==> src/rtl/plic_pkg.sv <==
// Package for the minimal platform-level interrupt controller.
// Holds the shared widths, the register-map byte offsets and a small
// address-decode helper used by the top level.
package plic_pkg;

    localparam int PRIO_W  = 3;   // source priority / context threshold width
    localparam int NUM_SRC = 2;   // source IDs 0..1, ID 0 reserved
    localparam int ID_W    = 10;  // width of claim/complete IDs

    localparam logic [25:0] PRIORITY_BASE  = 26'h000_0000;
    localparam logic [25:0] PENDING_BASE   = 26'h000_1000;
    localparam logic [25:0] ENABLE_BASE    = 26'h000_2000;
    localparam logic [25:0] CTX0_THRESHOLD = 26'h020_0000;
    localparam logic [25:0] CTX0_CLAIM     = 26'h020_0004;

    // Word-granular address match: byte-lane bits [1:0] are ignored.
    function automatic logic addr_hit(input logic [25:0] addr, input logic [25:0] base);
        return (addr[25:2] == base[25:2]);
    endfunction

endpackage

==> src/rtl/plic_gateway.sv <==
// Interrupt gateway for one source.
// Latches a request (level or single-cycle pulse) into pending, moves it to
// in_service on claim and releases it on complete. New requests are dropped
// while the source is pending or in service.
// Ports:
//   clk, rst       clock and synchronous active-low reset
//   irq            raw source request
//   claim          the context claimed this source this cycle
//   complete       the context completed this source this cycle
//   pending        request latched, awaiting claim
//   in_service     request claimed, awaiting completion
module plic_gateway (
    input  logic clk,
    input  logic rst,
    input  logic irq,
    input  logic claim,
    input  logic complete,
    output logic pending,
    output logic in_service
);

    logic pending_r;
    logic in_service_r;
    logic pending_nxt_s;
    logic in_service_nxt_s;

    // Next-state for pending/in_service. A complete edge never latches a new
    // request; a still-high irq gets picked up on the following edge.
    always_comb begin
        pending_nxt_s    = pending_r;
        in_service_nxt_s = in_service_r;
        if (claim) begin
            pending_nxt_s    = 1'b0;
            in_service_nxt_s = 1'b1;
        end else if (complete) begin
            in_service_nxt_s = 1'b0;
        end else if (irq && !pending_r && !in_service_r) begin
            pending_nxt_s = 1'b1;
        end else begin
            pending_nxt_s    = pending_r;
            in_service_nxt_s = in_service_r;
        end
    end

    // Gateway state register with synchronous active-low reset.
    always_ff @(posedge clk) begin
        if (!rst) begin
            pending_r    <= 1'b0;
            in_service_r <= 1'b0;
        end else begin
            pending_r    <= pending_nxt_s;
            in_service_r <= in_service_nxt_s;
        end
    end

    assign pending    = pending_r;
    assign in_service = in_service_r;

endmodule

==> src/rtl/platform_level_interrupt_ctrl.sv <==
// Minimal PLIC: one hart context, sources 0 (reserved) and 1.
// Word-addressed bus slave with single-cycle cs/we accesses and registered
// read data; source 1 passes through a gateway and is arbitrated against the
// context threshold to drive the external interrupt pending line.
// Ports:
//   clk, rst          clock and synchronous active-low reset
//   cs, we, addr      bus access strobe, write flag, byte address
//   wr_data           write data
//   rd_data           registered read data (1-cycle latency, holds otherwise)
//   irq__0, irq__1    source requests (ID 0 is ignored)
//   context__0__eip   external interrupt pending to hart context 0
module platform_level_interrupt_ctrl
    import plic_pkg::*;
(
    input  logic        clk,
    input  logic        rst,
    input  logic        cs,
    input  logic        we,
    input  logic [25:0] addr,
    input  logic [31:0] wr_data,
    output logic [31:0] rd_data,
    input  logic        irq__0,
    input  logic        irq__1,
    output logic        context__0__eip
);

    logic [PRIO_W-1:0] priority1_r;
    logic [PRIO_W-1:0] threshold_r;
    logic              enable1_r;
    logic [31:0]       rd_data_r;

    logic              pending1_s;
    logic              in_service1_s;
    logic              eligible1_s;
    logic [ID_W-1:0]   claim_id_s;
    logic              rd_s;
    logic              wr_s;
    logic              claim_s;
    logic              complete_s;
    logic [31:0]       rd_mux_s;
    logic              unused_s;

    assign unused_s = ^{irq__0, addr[1:0], wr_data[31:ID_W]};

    assign rd_s = cs && !we;
    assign wr_s = cs && we;

    assign eligible1_s = pending1_s && enable1_r && (priority1_r > threshold_r);
    assign claim_id_s  = eligible1_s ? 10'd1 : 10'd0;

    // A claim only takes effect when it actually returns a nonzero ID.
    assign claim_s    = rd_s && addr_hit(addr, CTX0_CLAIM) && eligible1_s;
    // Completion matches against the in-service ID only, independent of enable.
    assign complete_s = wr_s && addr_hit(addr, CTX0_CLAIM) &&
                        (wr_data[ID_W-1:0] == 10'd1) && in_service1_s;

    plic_gateway u_gateway1 (
        .clk        (clk),
        .rst        (rst),
        .irq        (irq__1),
        .claim      (claim_s),
        .complete   (complete_s),
        .pending    (pending1_s),
        .in_service (in_service1_s)
    );

    // Read-data multiplexer over the register map; unmapped locations read 0.
    always_comb begin
        rd_mux_s = 32'd0;
        if (addr_hit(addr, PRIORITY_BASE + 26'd4)) begin
            rd_mux_s = {{(32-PRIO_W){1'b0}}, priority1_r};
        end else if (addr_hit(addr, PENDING_BASE)) begin
            rd_mux_s = {30'd0, pending1_s, 1'b0};
        end else if (addr_hit(addr, ENABLE_BASE)) begin
            rd_mux_s = {30'd0, enable1_r, 1'b0};
        end else if (addr_hit(addr, CTX0_THRESHOLD)) begin
            rd_mux_s = {{(32-PRIO_W){1'b0}}, threshold_r};
        end else if (addr_hit(addr, CTX0_CLAIM)) begin
            rd_mux_s = {{(32-ID_W){1'b0}}, claim_id_s};
        end else begin
            rd_mux_s = 32'd0;
        end
    end

    // Configuration registers and registered read data.
    always_ff @(posedge clk) begin
        if (!rst) begin
            priority1_r <= {{(PRIO_W-1){1'b0}}, 1'b1};
            threshold_r <= {PRIO_W{1'b0}};
            enable1_r   <= 1'b0;
            rd_data_r   <= 32'd0;
        end else begin
            if (wr_s) begin
                if (addr_hit(addr, PRIORITY_BASE + 26'd4)) begin
                    priority1_r <= wr_data[PRIO_W-1:0];
                end else if (addr_hit(addr, ENABLE_BASE)) begin
                    enable1_r <= wr_data[1];
                end else if (addr_hit(addr, CTX0_THRESHOLD)) begin
                    threshold_r <= wr_data[PRIO_W-1:0];
                end else begin
                    priority1_r <= priority1_r;
                end
            end
            if (rd_s) begin
                rd_data_r <= rd_mux_s;
            end else begin
                rd_data_r <= rd_data_r;
            end
        end
    end

    assign rd_data         = rd_data_r;
    assign context__0__eip = eligible1_s;

endmodule

==> config.mk <==
export PLATFORM = sky130hd
export DESIGN_NAME = platform_level_interrupt_ctrl
export DESIGN_NICKNAME = d
export VERILOG_FILES = /design/src/rtl/plic_pkg.sv /design/src/rtl/plic_gateway.sv /design/src/rtl/platform_level_interrupt_ctrl.sv
export SDC_FILE = /design/constraint.sdc
export NUM_CORES = 1
export LEC_CHECK = 0
export BUFFER_PORTS_ARGS = -buffer_cell sky130_fd_sc_hd__buf_2
export CORE_MARGIN = 2
export CORE_UTILIZATION = 33
export DETAILED_ROUTE_END_ITERATION = 10
export GPL_ROUTABILITY_DRIVEN = 0
export PLACE_DENSITY = 0.74
export SYNTH_ARGS = -nofsm -noshare
export SYNTH_HDL_FRONTEND = slang
export SYNTH_SLANG_ARGS = --single-unit
==> constraint.sdc <==
create_clock -name clk -period 1.68 [get_ports clk]
set_clock_uncertainty 0.05 [all_clocks]
set_input_delay 0.252 -clock clk [delete_from_list [all_inputs] [get_ports clk]]
set_output_delay 0.252 -clock clk [all_outputs]
set_load 0.1 [all_outputs]
==> results of run 1 <==
==> cells by family after synthesis <==
group                    count (synthesis)  share of synthesized area (%)
AND/OR/NAND/NOR                         45                           31.5
adder cells (fa/ha/maj)                  3                           3.55
AO/OA/AOI/OAI                           19                           13.4
flip-flops                              12                           22.7
other                                    1                          0.355
multiplexers                             6                           5.69
buffers and inverters                   35                           22.7
==> power by group through the flow <==
stage               combinational [W]  clock, W  sequential [W]
global route                 0.000425  0.000252        0.000292
finish                       0.000408  0.000234        0.000292
CTS                          0.000406  0.000240        0.000292
detailed placement           0.000405         0        0.000299
floorplan                    0.000365         0        0.000317
global placement             0.000403         0        0.000298
==> routing by layer <==
metal | global-route usage, % | wire [um]
met4 | 5.59 | 31
met5 | 0 | 0
met3 | 1.28 | 184
met1 | 18.2 | 1060
met2 | 24.9 | 1220
==> state kept, by name (all words and copies together) (netlist names) <==
name and flops:
rd_data 3, threshold_r 3, enable1_r 1, u_gateway1.pending 1, u_gateway1.in_service 1, priority1_r 3
==> layout by cell type, fill, tap and decap left out, types with 2 or more instances in the layout <==
cell type / instances
a21oi_1: 2
a221oi_1: 2
buf_2: 41
buf_4: 24
clkbuf_4: 3
conb_1: 29
dfxtp_1: 10
dfxtp_2: 2
ha_4: 2
inv_1: 4
mux2i_1: 6
nand2_1: 7
nand3_2: 2
nand4_2: 2
nor2_1: 4
nor2b_1: 7
nor3_2: 2
nor4_1: 2
nor4_2: 4
nor4_4: 2
nor4b_1: 2
o21a_1: 2
o21ai_0: 3
or2b_1: 2
==> worst paths after layout <==
check	from	endpoint	slack (ps)	cells after the start
max	threshold_r[1]	context__0__eip	-210	7
min	wr_data[0]	priority1_r[0]	190	3
max reg2reg	threshold_r[1]	u_gateway1.in_service	-140	9
min reg2reg	u_gateway1.in_service	u_gateway1.in_service	440	2
==> layout make-up <==
| class | count | area share, % |
|---|---|---|
| clock buffers | 4 | 2.40 |
| inverters | 5 | 1.24 |
| multi-input cells | 102 | 49.8 |
| flip-flops and latches | 12 | 16.1 |
| well taps | 44 | 3.65 |
| repair buffers | 66 | 26.9 |
==> worst max-delay path, stage by stage, from the launching register on <==
cell and delay, ps:
dfxtp_2 340, inv_2 50, ha_4 260, nor2b_4 130, o21ai_2 70, buf_4 130
a21oi_4 140, buf_12 190
==> through the flow <==
| step | setup WS [ps] | setup TNS (ps) | hold WS, ps | instance area, um2 | std cells |
|---|---|---|---|---|---|
| detailed placement | -234 | -1880 | 431 | 1450 | 228 |
| global placement | -218 | -1490 | 417 | 1450 | 228 |
| floorplan | 3.53 | 0 | 340 | 1210 | 149 |
| global route | -271 | -863 | 216 | 1510 | 233 |
| CTS | -219 | -588 | 175 | 1500 | 233 |
| finish | -209 | -532 | 187 | 1510 | 233 |
==> repair_timing <==
action | CTS | global route
gates resized for setup | 2 | 2
setup buffers | 1 | 0
setup endpoints to repair | 3 | 9
pin swaps | 3 | 3
endpoints found under the hold margin | 0 | 0
==> results.py, run 1 <==
metrics = {
    "detailed_routing": {
        "viasPerCell": 4.45,
        "wl_per_cell_um": 10.7,
        "drtPass1Iterations": 4,
        "wirelength_um": 2490,
        "drt_iter0_markers": 17,
        "drc": 0,
        "antenna_left": 0,
        "vias": 1036,
    },
    "global_routing": {
        "grt_max_degree": 13,
        "overflow": 0,
        "grt_pass1_wl_um": 3990,
        "grt_usage_pct": 14.3,
        "antenna_found_initial": 0,
        "grt_pass1_vias": 950,
    },
    "clocking": {
        "clkTransAtPathRegs_ps": 80,
        "clock_latency_ps": 280,
        "tritoncts": "built",
        "cts_buffers": 3,
        "clk_path_buf_depth": 2,
        "cts_root_buffer": "clkbuf_4",
        "cts_sinks": 12,
        "h-tree-depth": 1,
        "cts_hold_buf": 0,
    },
    "pwr": {
        "vdd_ir_drop_max_uv": 362,
        "p_comb_share_pct": 43.7,
        "swShare_pct": 48.7,
        "power_frac_seq_pct": 31.3,
        "p_int_w": 0.000479,
        "power.total_w": 0.000933,
        "clkPwrFrac_pct": 25.0,
        "pwr_density_cell_nw_per_um2": 619,
        "p_sw_w": 0.000454,
        "leakagePower_nw": 0.666,
    },
    "placed_design": {
        "place_hpwl_um": 2110,
        "portBuffers": 42,
    },
    "cells_and_area": {
        "multi_input_area_um2": 751,
        "area_delta_synth_final_pct": 42.9,
        "fill_cells": 336,
        "diodes": 0,
        "seqCellArea_um2": 243,
        "final_layout_size_suffix_gt1_share_pct": 49.7,
        "fin_nets": 257,
        "final_util_pct": 49.4,
    },
    "floorplanning": {
        "die_y_um": 60.6,
        "pin_count": 97,
        "core_area_um2": 3050,
        "rows": 20,
        "die_w_um": 60.6,
        "start_util_pct": 34.6,
        "die-area_um2": 3670,
    },
    "timing": {
        "finalMaxSlewViolations": 0,
        "finalSetupViolCount": 4,
        "layout_min_cycle_time_ps": 1890,
        "fmax_mhz": 529,
        "grt_setup_unrepaired": "yes",
        "finalHoldViolCount": 0,
        "fin_crit_sh_pct": 112,
        "fin_ws_ps": -209,
    },
    "yosys": {
        "netlist.area_leader.share_pct": 22.7,
        "synth.most_common_cell": "buf_4",
        "ys_seq_elements": 12,
        "synth_edf_count": 0,
        "synth.distinct_cells": 37,
        "async_reset_ff_share_pct": 0,
        "syn_area_um2": 1060,
        "synth_area_leaders": "dfxtp_1 23%, buf_4 21%, mux2i_1 5.7%, nor2b_1 4.7%, nor4_4 4.0%",
        "synth_commonest_cells": "29 x buf_4, 12 x dfxtp_1, 8 x nor2b_1, 7 x nand2_1, 6 x mux2i_1",
        "synth_cells": 121,
        "synth_flop_cell": "dfxtp_1",
        "synth-warning-count": 0,
        "post_synth.cell_area_avg_um2": 8.73,
        "ys_seq_area_share_pct": 22.7,
        "yosysTopAreaCell": "dfxtp_1",
    },
    "setup_path": {
        "crit_arrival_ps": 1590,
        "worstPathRequired_ps": 1380,
        "end_kind": "output port",
        "crit_path_start_kind": "register",
        "critPathKind": "reg -> out",
        "critPathMaxFanout": 2,
    },
    "min_path": {
        "holdCritPathClass": "in -> reg",
    },
    "run": {
        "max_cap_violations": 0,
    },
    "status": {
        "outcome": "complete, but fails checks",
        "violations": "setup timing",
    },
}
(Power assumes the default switching activity.)
==> run 2, diff against run 1 <==
--- a/config.mk
+++ b/config.mk
@@ -5,12 +5,13 @@
 export SDC_FILE = /design/constraint.sdc
 export NUM_CORES = 1
 export LEC_CHECK = 0
-export BUFFER_PORTS_ARGS = -buffer_cell sky130_fd_sc_hd__buf_2
+export BUFFER_PORTS_ARGS = -buffer_cell sky130_fd_sc_hd__clkbuf_2
 export CORE_MARGIN = 2
 export CORE_UTILIZATION = 33
 export DETAILED_ROUTE_END_ITERATION = 10
 export GPL_ROUTABILITY_DRIVEN = 0
-export PLACE_DENSITY = 0.74
+export PLACE_DENSITY = 0.88
 export SYNTH_ARGS = -nofsm -noshare
 export SYNTH_HDL_FRONTEND = slang
 export SYNTH_SLANG_ARGS = --single-unit
+export TNS_END_PERCENT = 5
==> run 2 against run 1 <==
Against the previous run:
- the run still ends with setup timing left
- wire length decreased by 3.6%
- worst hold slack improved by 11 ps
- largest power group unchanged
- critical path depth unchanged
==> results.py, run 2 (synthesis gave the netlist of run 1 again) <==
metrics = {
    "detailed_routing": {
        "wl_per_cell_um": 10.5,
        "drtPass1Iterations": 4,
        "drc": 0,
        "drt_iter0_markers": 7,
        "antenna_left": 0,
        "vias": 1030,
        "wirelength_um": 2400,
        "viasPerCell": 4.48,
    },
    "clocking": {
        "clkTransAtPathRegs_ps": 70,
        "cts_buffers": 3,
        "cts_hold_buf": 0,
        "cts_resized": 0,
        "clock_latency_ps": 280,
        "clk_path_buf_depth": 2,
        "tritoncts": "built",
        "cts_root_buffer": "clkbuf_4",
        "cts_sinks": 12,
        "h-tree-depth": 1,
    },
    "pwr": {
        "clkPwrFrac_pct": 25.2,
        "p_comb_share_pct": 43.4,
        "vdd_ir_drop_max_uv": 510,
        "p_int_w": 0.000477,
        "power_frac_seq_pct": 31.4,
        "swShare_pct": 48.7,
        "pwr_density_cell_nw_per_um2": 634,
        "p_sw_w": 0.000453,
        "leakagePower_nw": 0.656,
    },
    "cells_and_area": {
        "layout_commonest_cell": "clkbuf_2",
        "final_layout_size_suffix_gt1_share_pct": 46.8,
        "design_area_um2": 1470,
        "diodes": 0,
        "fin_nets": 254,
        "mostFrequentLayoutCells": "41 x clkbuf_2, 29 x conb_1, 21 x buf_4",
        "area_delta_synth_final_pct": 39.0,
    },
    "floorplanning": {
        "die-area_um2": 3670,
        "pin_count": 97,
        "rows": 20,
        "die_w_um": 60.6,
        "die_y_um": 60.6,
        "core_area_um2": 3050,
        "start_util_pct": 34.6,
    },
    "setup_path": {
        "critPathMaxFanout": 2,
        "end_kind": "output port",
        "worst_r2r_startpoint": "threshold_r[1]",
        "r2r_cells": 9,
        "crit_arrival_ps": 1590,
        "crit_path_start_kind": "register",
        "rrSetupSlack_ps": -130,
        "regToRegEndpoint": "rd_data[0]",
        "critPathKind": "reg -> out",
        "worstPathRequired_ps": 1380,
    },
    "timing": {
        "finalHoldViolCount": 0,
        "hold-worst-slack_ps": 198,
        "grt_setup_unrepaired": "yes",
        "fin_crit_sh_pct": 112,
        "fin_ws_ps": -208,
        "tns_ps": -510,
        "worst_pin_slew_ps": 540,
        "finalSetupViolCount": 4,
        "finalMaxSlewViolations": 0,
        "layout_min_cycle_time_ps": 1890,
        "fmax_mhz": 530,
        "max_slew_margin_pct": 64.1,
    },
    "min_path": {
        "hp-start": "wr_data[0]",
        "min_path_cells": 3,
        "min_to": "priority1_r[0]",
        "holdCritPathClass": "in -> reg",
    },
    "placed_design": {
        "place_hpwl_um": 2130,
        "portBuffers": 42,
        "placed_cell_area_um2": 1420,
    },
    "status": {
        "violations": "setup timing",
        "outcome": "complete, but fails checks",
    },
    "run": {
        "max_cap_violations": 0,
    },
    "global_routing": {
        "grt_max_degree": 13,
        "grt_usage_pct": 14.1,
        "overflow": 0,
        "grt_pass1_wl_um": 3820,
        "antenna_found_initial": 0,
        "grt_pass1_vias": 945,
    },
}
[run 2: area by class of cell]
class                   count  area (um2)
clock buffers               4        36.3
repair buffers             63         383
multi-input cells         102         733
fillers                   307        1590
inverters                   5        18.8
well taps                  44        55.1
flip-flops and latches     12         241
[run 2: metrics by stage]
step	power, W	std cells	utilization [%]	setup WS, ps
floorplan	0.000682	149	-	3.53
CTS	0.000936	229	47.8	-215
finish	0.000930	230	48.1	-208
detailed placement	0.000702	225	46.6	-189
global placement	0.000698	225	46.6	-144
global route	0.000964	230	48.1	-251
[run 2: worst max path at each step]
stage                    from         endpoint  depth (start not counted)  slack, ps
2_1_floorplan  threshold_r[1]  context__0__eip                          5          4
3_3_place_gp         addr[19]        enable1_r                          7       -140
3_5_place_dp         addr[25]        enable1_r                          7       -190
4_1_cts        threshold_r[1]  context__0__eip                          7       -210
5_1_grt        threshold_r[1]  context__0__eip                          7       -250
6_report       threshold_r[1]  context__0__eip                          7       -210
[run 2: metal layers]
| metal | vias to the layer above | global-route usage [%] | routed length [um] |
|---|---|---|---|
| met4 | 0 | 6.52 | 48 |
| li1 | 510 | - | - |
| met3 | 5 | 1.92 | 166 |
| met5 | - | 0 | 0 |
| met2 | 46 | 26.4 | 1240 |
| met1 | 469 | 15.5 | 953 |
[run 2: worst max-delay path, cell delays in order, from the launching register on]
cell and delay (ps):
dfxtp_2 340, inv_2 50, ha_4 250, nor2b_4 130, o21ai_2 60, buf_4 130
a21oi_4 160, buf_12 190
[run 2: power groups by stage]
stage / registers (W) / logic, W / clock network, W
after floorplan: 0.000317 / 0.000365 / 0
after global placement: 0.000298 / 0.000400 / 0
after detailed placement: 0.000298 / 0.000404 / 0
after CTS: 0.000292 / 0.000404 / 0.000241
after global routing: 0.000292 / 0.000421 / 0.000250
final: 0.000292 / 0.000404 / 0.000234
[run 2: what timing repair did]
item / CTS / global route
endpoints found under the setup margin: 3 / 5
buffers inserted: 0 / 1
endpoints found under the hold margin: 0 / 0
pin swaps: 0 / 2
==> run 3, diff against run 2 <==
--- a/config.mk
+++ b/config.mk
@@ -10,7 +10,7 @@
 export CORE_UTILIZATION = 33
 export DETAILED_ROUTE_END_ITERATION = 10
 export GPL_ROUTABILITY_DRIVEN = 0
-export PLACE_DENSITY = 0.88
+export PLACE_DENSITY = 0.73
 export SYNTH_ARGS = -nofsm -noshare
 export SYNTH_HDL_FRONTEND = slang
 export SYNTH_SLANG_ARGS = --single-unit
==> run 3 against run 2 <==
Against the previous run:
- the flow still finishes with violations (setup timing)
- worst setup slack better by 11 ps
- sequential share of layout area down 0.41 points
- cell area up 3.1%
- die area unchanged
- non-clock buffer count up 3
- combinational power up 1%
- register-to-register slack better by 120 ps
- critical endpoint unchanged
- utilization up 1.5 points
==> results.py, run 3 (synthesis gave the netlist of run 1 again) <==
metrics = {
    "detailed_routing": {
        "vias": 1031,
        "drc": 0,
        "wl_met1_um": 983,
        "antenna_left": 0,
        "met2_length_um": 1240,
        "wl_met3_um": 198,
        "drtPass1Iterations": 2,
        "wl_per_cell_um": 10.7,
        "top_layer": "met4",
        "viasPerCell": 4.44,
        "drt_iter0_markers": 8,
        "wirelength_um": 2480,
    },
    "clocking": {
        "tritoncts": "built",
        "cts_buffers": 3,
        "h-tree-depth": 1,
        "clkTransAtPathRegs_ps": 70,
        "clk_path_buf_depth": 2,
        "clock_latency_ps": 280,
        "cts_root_buffer": "clkbuf_4",
        "cts_sinks": 12,
    },
    "pwr": {
        "power.total_w": 0.000881,
        "vdd_ir_drop_max_uv": 344,
        "pwr_density_cell_nw_per_um2": 583,
        "leakagePower_nw": 0.681,
    },
    "min_path": {
        "holdCritPathClass": "in -> reg",
        "min_path_cells": 3,
        "min_to": "priority1_r[0]",
        "hp-start": "wr_data[0]",
    },
    "setup_path": {
        "crit_path_start_kind": "register",
        "crit_arrival_ps": 1580,
        "regToRegEndpoint": "rd_data[0]",
        "path_cells": "inv_1, ha_1, nand3_1, nand3_2, buf_4, a21oi_4, buf_12",
        "r2r_cells": 9,
        "rrSetupSlack_ps": -10,
        "worstPathRequired_ps": 1380,
        "cpMaxStageDelayCell": "dfxtp_2",
        "worst_r2r_startpoint": "threshold_r[1]",
        "end_kind": "output port",
        "crit_family": "buffers and inverters",
        "slowest_delay_ps": 330,
        "critPathKind": "reg -> out",
        "critPathMaxFanout": 2,
        "path_buf_inv": 3,
    },
    "cells_and_area": {
        "fin_nets": 257,
        "layout_commonest_cell": "clkbuf_2",
        "diodes": 0,
        "final_util_pct": 49.5,
        "area_delta_synth_final_pct": 43.2,
        "mostFrequentLayoutCells": "41 x clkbuf_2, 29 x conb_1, 24 x buf_4",
        "final_layout_size_suffix_gt1_share_pct": 49.5,
        "design_area_um2": 1510,
    },
    "floorplanning": {
        "die_y_um": 60.6,
        "core_area_um2": 3050,
        "start_util_pct": 34.6,
        "rows": 20,
        "pin_count": 97,
        "die-area_um2": 3670,
        "die_w_um": 60.6,
    },
    "timing": {
        "fin_ws_ps": -198,
        "worst_pin_slew_ps": 547,
        "max_slew_margin_pct": 63.7,
        "finalSetupViolCount": 2,
        "fmax_mhz": 533,
        "grt_setup_unrepaired": "yes",
        "fin_crit_sh_pct": 112,
        "finalHoldViolCount": 0,
        "hold-worst-slack_ps": 182,
        "finalMaxSlewViolations": 0,
        "layout_min_cycle_time_ps": 1880,
    },
    "global_routing": {
        "grt_usage_pct": 14.9,
        "grt_pass1_vias": 986,
        "overflow": 0,
        "antenna_found_initial": 0,
        "grt_pass1_wl_um": 4060,
        "grt_max_degree": 13,
    },
    "status": {
        "outcome": "complete, but fails checks",
        "violations": "setup timing",
    },
    "placed_design": {
        "portBuffers": 42,
        "placed_cell_area_um2": 1430,
        "place_hpwl_um": 2100,
        "dp_slack_ps": -207,
    },
    "run": {
        "max_cap_violations": 0,
    },
}
-- run 3: cell types whose count changed in the layout (fill, tap and decap cells not counted), sizes merged --
cell / previous run / this run
buf: 22 / 25
clkbuf: 45 / 44
-- run 3: how the worst max path moves through the flow --
stage | from | to | slack [ps] | cells past startpoint
floorplan | threshold_r[1] | context__0__eip | 4 | 5
global placement | addr[5] | priority1_r[2] | -190 | 7
detailed placement | addr[11] | rd_data[1] | -210 | 6
CTS | threshold_r[1] | context__0__eip | -220 | 7
global route | threshold_r[1] | context__0__eip | -280 | 7
finish | priority1_r[0] | context__0__eip | -200 | 7
-- run 3: timing repair --
item                                    in CTS  in global routing
pin swaps                                    4                  3
gates resized for setup                      3                  3
setup buffers                                3                  0
endpoints found under the setup margin       2                  8
hold buffers                                 0                  0
-- run 3: report_power, final --
part / leakage (nW) / switching, W / internal, W / total, W
sequential: 0.0973 / 0.00000324 / 0.000288 / 0.000292
combinational: 0.570 / 0.000350 / 0.0000590 / 0.000409
clock: 0.0138 / 0.0000976 / 0.0000832 / 0.000181
total: 0.681 / 0.000451 / 0.000431 / 0.000881
-- run 3: stage by stage --
| stage | std cells | TNS (ps) |
|---|---|---|
| floorplan | 149 | 0 |
| global placement | 226 | -1150 |
| detailed placement | 226 | -1360 |
| CTS | 232 | -238 |
| global route | 232 | -529 |
| finish | 232 | -205 |
-- run 3: tightest hold or removal path, cell delays in order --
cell and delay (ps):
clkbuf_2 100, nand2_1 50, o211ai_1 80
-- run 3: metal layers --
metal | GRT usage (%) | up-vias
met5 | 0 | -
met3 | 2.13 | 7
met4 | 7.14 | 0
li1 | - | 515
met1 | 17.5 | 457
met2 | 26.6 | 52
-- run 3: area by class of cell --
type,instances,area (um2)
clock buffer,3,22.5
fill,324,1540
inverter,5,18.8
multi-input combinational,102,768
sequential,12,243
tap,44,55.1
timing repair buffer,66,405
